[src/rtl/alu_pkg.sv]
// alu_pkg: shared ALU opcode encodings and flag bit positions
package alu_pkg;
  localparam logic [1:0] OP_ADD = 2'b00;
  localparam logic [1:0] OP_SUB = 2'b01;
  localparam logic [1:0] OP_ADC = 2'b10;
  localparam logic [1:0] OP_SBC = 2'b11;
  localparam int FLG_C = 0;
  localparam int FLG_V = 1;
  localparam int FLG_Z = 2;
  localparam int FLG_N = 3;
endpackage

[src/rtl/cla_group.sv]
// cla_group: combinational BLOCK-bit carry-lookahead group with group generate/propagate
module cla_group #(
  parameter int BLOCK = 4
) (
  input  logic [BLOCK-1:0] a,
  input  logic [BLOCK-1:0] b,
  input  logic             cin,
  output logic [BLOCK-1:0] sum,
  output logic             cout,
  output logic             g,
  output logic             p
);
  logic [BLOCK-1:0] gv, pv;
  logic [BLOCK:0] c;
  logic t;
  // every carry is a flat sum of products of generate/propagate terms, no ripple chain
  always_comb begin
    gv = a & b;
    pv = a ^ b;
    c = '0;
    t = 1'b0;
    g = 1'b0;
    for (int i = 0; i <= BLOCK; i++) begin
      c[i] = cin;
      for (int k = 0; k < i; k++) c[i] = c[i] & pv[k];
      for (int j = 0; j < i; j++) begin
        t = gv[j];
        for (int k = j + 1; k < i; k++) t = t & pv[k];
        c[i] = c[i] | t;
      end
    end
    for (int j = 0; j < BLOCK; j++) begin
      t = gv[j];
      for (int k = j + 1; k < BLOCK; k++) t = t & pv[k];
      g = g | t;
    end
    p = &pv;
    sum = pv ^ c[BLOCK-1:0];
    cout = c[BLOCK];
  end
endmodule

[src/rtl/pipelined_cla_addsub.sv]
// pipelined_cla_addsub: add/sub with one BLOCK-bit lookahead group per pipeline stage,
// valid/ready on both sides and C/V/Z/N flags formed from the last stage.
module pipelined_cla_addsub
  import alu_pkg::*;
#(
  parameter int WIDTH = 8,
  parameter int BLOCK = 4
) (
  input  logic             clk,
  input  logic             rst_n,
  input  logic             in_valid,
  output logic             in_ready,
  input  logic [WIDTH-1:0] in_a,
  input  logic [WIDTH-1:0] in_b,
  input  logic             in_c,
  input  logic [1:0]       in_op,
  output logic             out_valid,
  input  logic             out_ready,
  output logic [WIDTH-1:0] out_sum,
  output logic             out_c,
  output logic             out_v,
  output logic             out_z,
  output logic             out_n
);
  localparam int BLK = BLOCK < 1 ? 1 : BLOCK;
  localparam int NSTG = WIDTH / BLK;
  if (BLOCK < 1) begin : g_bad_block
    $error("pipelined_cla_addsub: BLOCK must be at least 1");
  end else if (WIDTH % BLK != 0) begin : g_bad_width
    $error("pipelined_cla_addsub: WIDTH must be a multiple of BLOCK");
  end
  logic adv;
  logic cin;
  logic [WIDTH-1:0] bp;
  logic [3:0] flg;
  always_comb begin
    adv = !out_valid || out_ready;
    bp = in_op[0] ? ~in_b : in_b;
    cin = in_op == OP_ADD ? 1'b0 : in_op == OP_SUB ? 1'b1 : in_c;
  end
  assign in_ready = adv;
  for (genvar s = 0; s < NSTG; s++) begin : stg
    localparam int HI = WIDTH - (s + 1) * BLK;
    logic [WIDTH-s*BLK-1:0] xi, yi;
    logic vi, ci, ami, bmi;
    logic [BLK-1:0] gs;
    logic gco, gg, gp;
    logic v_q, v_d, c_q, c_d, am_q, am_d, bm_q, bm_d;
    logic [(s+1)*BLK-1:0] s_q, s_d;
    if (s == 0) begin : g_src
      always_comb begin
        xi = in_a;
        yi = bp;
        vi = in_valid;
        ci = cin;
        ami = in_a[WIDTH-1];
        bmi = bp[WIDTH-1];
        s_d = adv ? gs : s_q;
      end
    end else begin : g_src
      always_comb begin
        xi = stg[s-1].g_up.x_q;
        yi = stg[s-1].g_up.y_q;
        vi = stg[s-1].v_q;
        ci = stg[s-1].c_q;
        ami = stg[s-1].am_q;
        bmi = stg[s-1].bm_q;
        s_d = adv ? {gs, stg[s-1].s_q} : s_q;
      end
    end
    cla_group #(.BLOCK(BLK)) u_grp (
      .a   (xi[BLK-1:0]),
      .b   (yi[BLK-1:0]),
      .cin (ci),
      .sum (gs),
      .cout(gco),
      .g   (gg),
      .p   (gp)
    );
    always_comb assert (gco == (gg | (gp & ci)));
    always_comb begin
      v_d = adv ? vi : v_q;
      c_d = adv ? gco : c_q;
      am_d = adv ? ami : am_q;
      bm_d = adv ? bmi : bm_q;
    end
    always_ff @(posedge clk or negedge rst_n)
      if (!rst_n) {v_q, c_q, am_q, bm_q, s_q} <= '0;
      else {v_q, c_q, am_q, bm_q, s_q} <= {v_d, c_d, am_d, bm_d, s_d};
    // operand bits not yet consumed travel alongside their partial sum
    if (HI > 0) begin : g_up
      logic [HI-1:0] x_q, x_d, y_q, y_d;
      always_comb begin
        x_d = adv ? xi[WIDTH-s*BLK-1:BLK] : x_q;
        y_d = adv ? yi[WIDTH-s*BLK-1:BLK] : y_q;
      end
      always_ff @(posedge clk or negedge rst_n)
        if (!rst_n) {x_q, y_q} <= '0;
        else {x_q, y_q} <= {x_d, y_d};
    end
  end
  always_comb begin
    out_valid = stg[NSTG-1].v_q;
    out_sum = stg[NSTG-1].s_q;
    flg = '0;
    flg[FLG_C] = stg[NSTG-1].c_q;
    flg[FLG_V] = (stg[NSTG-1].am_q == stg[NSTG-1].bm_q) && (out_sum[WIDTH-1] != stg[NSTG-1].am_q);
    flg[FLG_Z] = out_valid && out_sum == '0;
    flg[FLG_N] = out_sum[WIDTH-1];
    out_c = flg[FLG_C];
    out_v = flg[FLG_V];
    out_z = flg[FLG_Z];
    out_n = flg[FLG_N];
  end
endmodule

[config.mk]
export PLATFORM = sky130hd
export DESIGN_NAME = pipelined_cla_addsub
export DESIGN_NICKNAME = d
export VERILOG_FILES = /design/src/rtl/alu_pkg.sv /design/src/rtl/cla_group.sv /design/src/rtl/pipelined_cla_addsub.sv
export SDC_FILE = /design/constraint.sdc
export NUM_CORES = 1
export LEC_CHECK = 0
export CAP_MARGIN = 40
export CORE_ASPECT_RATIO = 1.4
export CORE_MARGIN = 5
export CORE_UTILIZATION = 48
export DETAILED_ROUTE_END_ITERATION = 10
export PLACE_DENSITY_LB_ADDON = 0.15
export SKIP_LAST_GASP = 1
export SYNTH_ARGS = -nofsm -noshare
export SYNTH_HDL_FRONTEND = slang
export SYNTH_SLANG_ARGS = --single-unit
[constraint.sdc]
create_clock -name clk -period 2.3 [get_ports clk]
set_clock_uncertainty 0.15 [all_clocks]
set_input_delay 0.46 -clock clk [delete_from_list [all_inputs] [get_ports clk]]
set_output_delay 0.46 -clock clk [all_outputs]
set_load 0.05 [all_outputs]
==> flow_metrics.py <==
metrics = {
    "synthesis": {
        "netlist_area_mm2": 0.00140,
        "synth_warnings": 0,
        "ys_ff_latch": 26,
        "netlist_instances": 146,
        "syn-mean-instance-area_um2": 9.58,
        "synth_seq_area_share_pct": 46.5,
        "synth_fp_nets": 181,
        "ys_types": 24,
    },
    "clock_tree": {
        "clk_path_buf_depth": 2,
        "clock_latency_ns": 0.26,
        "cts_hold_buf": 0,
        "numCtsBuffers": 3,
        "cts_tree": "yes",
        "clkTransAtPathRegs_ns": 0.08,
        "clock-root-buffer": "clkbuf_8",
        "htreeDepth": 1,
        "cts.sinks": 26,
    },
    "sta": {
        "final-hold-violation-count": 0,
        "setup_viol": 0,
        "rsz0062_at_grt": "no",
        "post-route-min-period_ns": 2.24,
        "min_period_over_period_pct": 97.4,
        "max_slew_margin_pct": 66.2,
        "fmax_mhz": 446,
        "worst_slew_pin_slew_ns": 0.505,
        "final_max_slew_viol_count": 0,
        "fin_hold_ws_ns": 0.327,
    },
    "floorplan": {
        "ios": 37,
        "initial_utilization_pct": 49.1,
        "fp.dieArea_mm2": 0.00411,
        "die_w_um": 55.6,
        "fp.coreArea_mm2": 0.00285,
        "rows": 23,
        "die_h_um": 73.9,
    },
    "power_and_ir_drop": {
        "p_clk_share_pct": 14.1,
        "p_leak_nw": 0.902,
        "power.share.switching_pct": 41.9,
        "power_w": 0.00175,
        "powerDensity_mw_per_mm2": 918,
        "combPwrFrac_pct": 47.5,
        "vdd_drop_max_mv": 0.659,
        "power_frac_seq_pct": 38.4,
        "p_switching_w": 0.000733,
        "p_int_w": 0.00102,
    },
    "worst_setup_path": {
        "worstPathRequired_ns": 2.31,
        "cp_data_arrival_time_ns": 2.25,
        "critical_path_class": "in2reg",
        "regToRegSetupSlack_ns": 0.44,
        "r2r_cells": 5,
        "worst_setup_path_end_kind": "flip-flop",
        "endpoint": "stg[0].c_q$_DFFE_PN0P_",
        "rr_endpoint": "out_c$_DFFE_PN0P_",
        "crit_fanout": 2,
        "r2r-start": "stg[0].g_up.x_q[0]$_DFFE_PN0P_",
        "critPathLaunch": "in_b[0]",
        "cp-start-kind": "input pin",
    },
    "place": {
        "hpwl_mm": 2.12,
        "globalplace.congestion": 0.772,
        "placed_cells": 219,
        "portBuffers": 36,
    },
    "grt": {
        "grt_usage_pct": 14.7,
        "grt_pass1_wl_mm": 4.74,
        "grt_pass1_vias": 1107,
        "antenna_found_initial": 0,
        "gr-total-overflow": 0,
        "grt_max_degree": 35,
    },
    "detailed_routing": {
        "dr.pass1.iters": 6,
        "antenna_left": 0,
        "drc": 0,
        "vias_per_cell": 5.02,
        "vias": 1124,
        "wl_per_cell_um": 12.0,
        "drt-total-wl_mm": 2.69,
        "drt_iter0_drc": 19,
    },
    "finish": {
        "layout_common_cells": "48 x nand2_1, 32 x clkdlybuf4s50_1, 26 x dfrtp_1",
        "syn_to_final_growth_pct": 36.3,
        "regArea_um2": 651,
        "multiInputGateArea_um2": 722,
        "fillers": 240,
        "drive_gt1_share_pct": 12.3,
        "stdcell_count": 224,
        "final_common_cell": "nand2_1",
        "nNetsFinal": 224,
        "num_antenna_cells": 0,
    },
    "run": {
        "maxCapViolCount": 0,
    },
    "run_status": {
        "status": "finished clean",
    },
    "hold_path": {
        "hold_path_class": "reg2reg",
    },
}
-- layer usage --
metal  track usage (%)  wire [um]  vias to the layer above
met1              16.1       1110                      527
met5                 0          0                        -
met2              26.4       1380                       28
met3              3.69        158                        5
li1                  -          -                      564
met4              7.03         51                        0
-- worst min-delay path by stage --
stage / end / slack, ns / start / depth (start not counted)
after CTS: out_valid$_DFFE_PN0P_ / 0.33 / stg[0].v_q$_DFFE_PN0P_ / 1
after global routing: out_sum[2]$_DFFE_PN0P_ / 0.35 / stg[0].s_q[2]$_DFFE_PN0P_ / 2
after detailed placement: out_valid$_DFFE_PN0P_ / 0.31 / stg[0].v_q$_DFFE_PN0P_ / 1
final: out_valid$_DFFE_PN0P_ / 0.33 / stg[0].v_q$_DFFE_PN0P_ / 1
after global placement: stg[0].v_q$_DFFE_PN0P_ / 0.30 / stg[0].v_q$_DFFE_PN0P_ / 2
after floorplan: out_c$_DFFE_PN0P_ / 0.01 / rst_n / 0
-- area by class of cell --
class	count	share of cell area, %
clock buffers	3	2.17
multi-input cells	109	37.9
inverters	4	0.787
well taps	37	2.43
repair buffers	45	22.6
flip-flops and latches	26	34.1
-- stage by stage --
step,setup TNS [ns],util [%],area [um^2],setup WS [ns]
after floorplan,-0.0170,-,1410,-0.0170
after global placement,-0.597,64.5,1840,-0.241
after detailed placement,-0.908,64.5,1840,-0.325
after CTS,0,66.1,1880,0.0466
after global routing,0,66.9,1910,0.00661
final,0,66.9,1910,0.0593
-- worst max-delay path: stages --
cell and delay (ns):
clkdlybuf4s50_1 0.50, xor2_2 0.18, ha_1 0.26, ha_2 0.18
o211a_1 0.23, o21a_1 0.21, o31a_1 0.24
-- synthesized netlist by cell type (all sizes together) --
cell type	instances	share of area [%]
o211a	2	1.4
nand2b	3	1.3
dfrtp	26	47
a21o	2	1.1
inv	4	1.1
o21ai	6	2.1
ha	10	8.9
nor4	1	0.89
nor2	4	1.1
o21a	6	3.2
o31ai	4	2.1
mux2	1	0.80
nor3	4	1.4
fa	2	2.9
nor2b	1	0.45
or4	1	0.80
o31a	2	1.3
buf	7	2.7
xor2	5	3.1
a21oi	2	0.72
nand2	48	13
xnor2	5	3.1
-- power by group through the flow --
stage	Sequential [W]	Combinational, W	Clock [W]
final	0.000672	0.000832	0.000247
after detailed placement	0.000683	0.000830	0
after global routing	0.000690	0.000902	0.000276
after floorplan	0.000886	0.000346	0
after global placement	0.000679	0.000812	0
after CTS	0.000674	0.000834	0.000258
-- cell families after synthesis --
family,share of synthesized area (%)
buffers and inverters,3.76
adder cells (fa/ha/maj),11.8
XOR/XNOR,6.26
AND/OR/NAND/NOR,18.9
AO/OA/AOI/OAI,12.0
multiplexers,0.805
flip-flops,46.5
-- registers in the layout, indices dropped and copies added (netlist names) --
signal and count:
out_valid 1, stg.g_up.y_q 3, out_sum 8, stg.am_q 2, stg.bm_q 2, stg.g_up.x_q 3
stg.v_q 1, stg.c_q 1, out_c 1, stg.s_q 4
-- repair_timing --
item	CTS	global route
setup buffers	1	1
gates resized for setup	1	3
pin swaps	1	2
setup endpoints to repair	2	2
cloned	0	0
No activity file was read; power rests on OpenSTA's default activity.
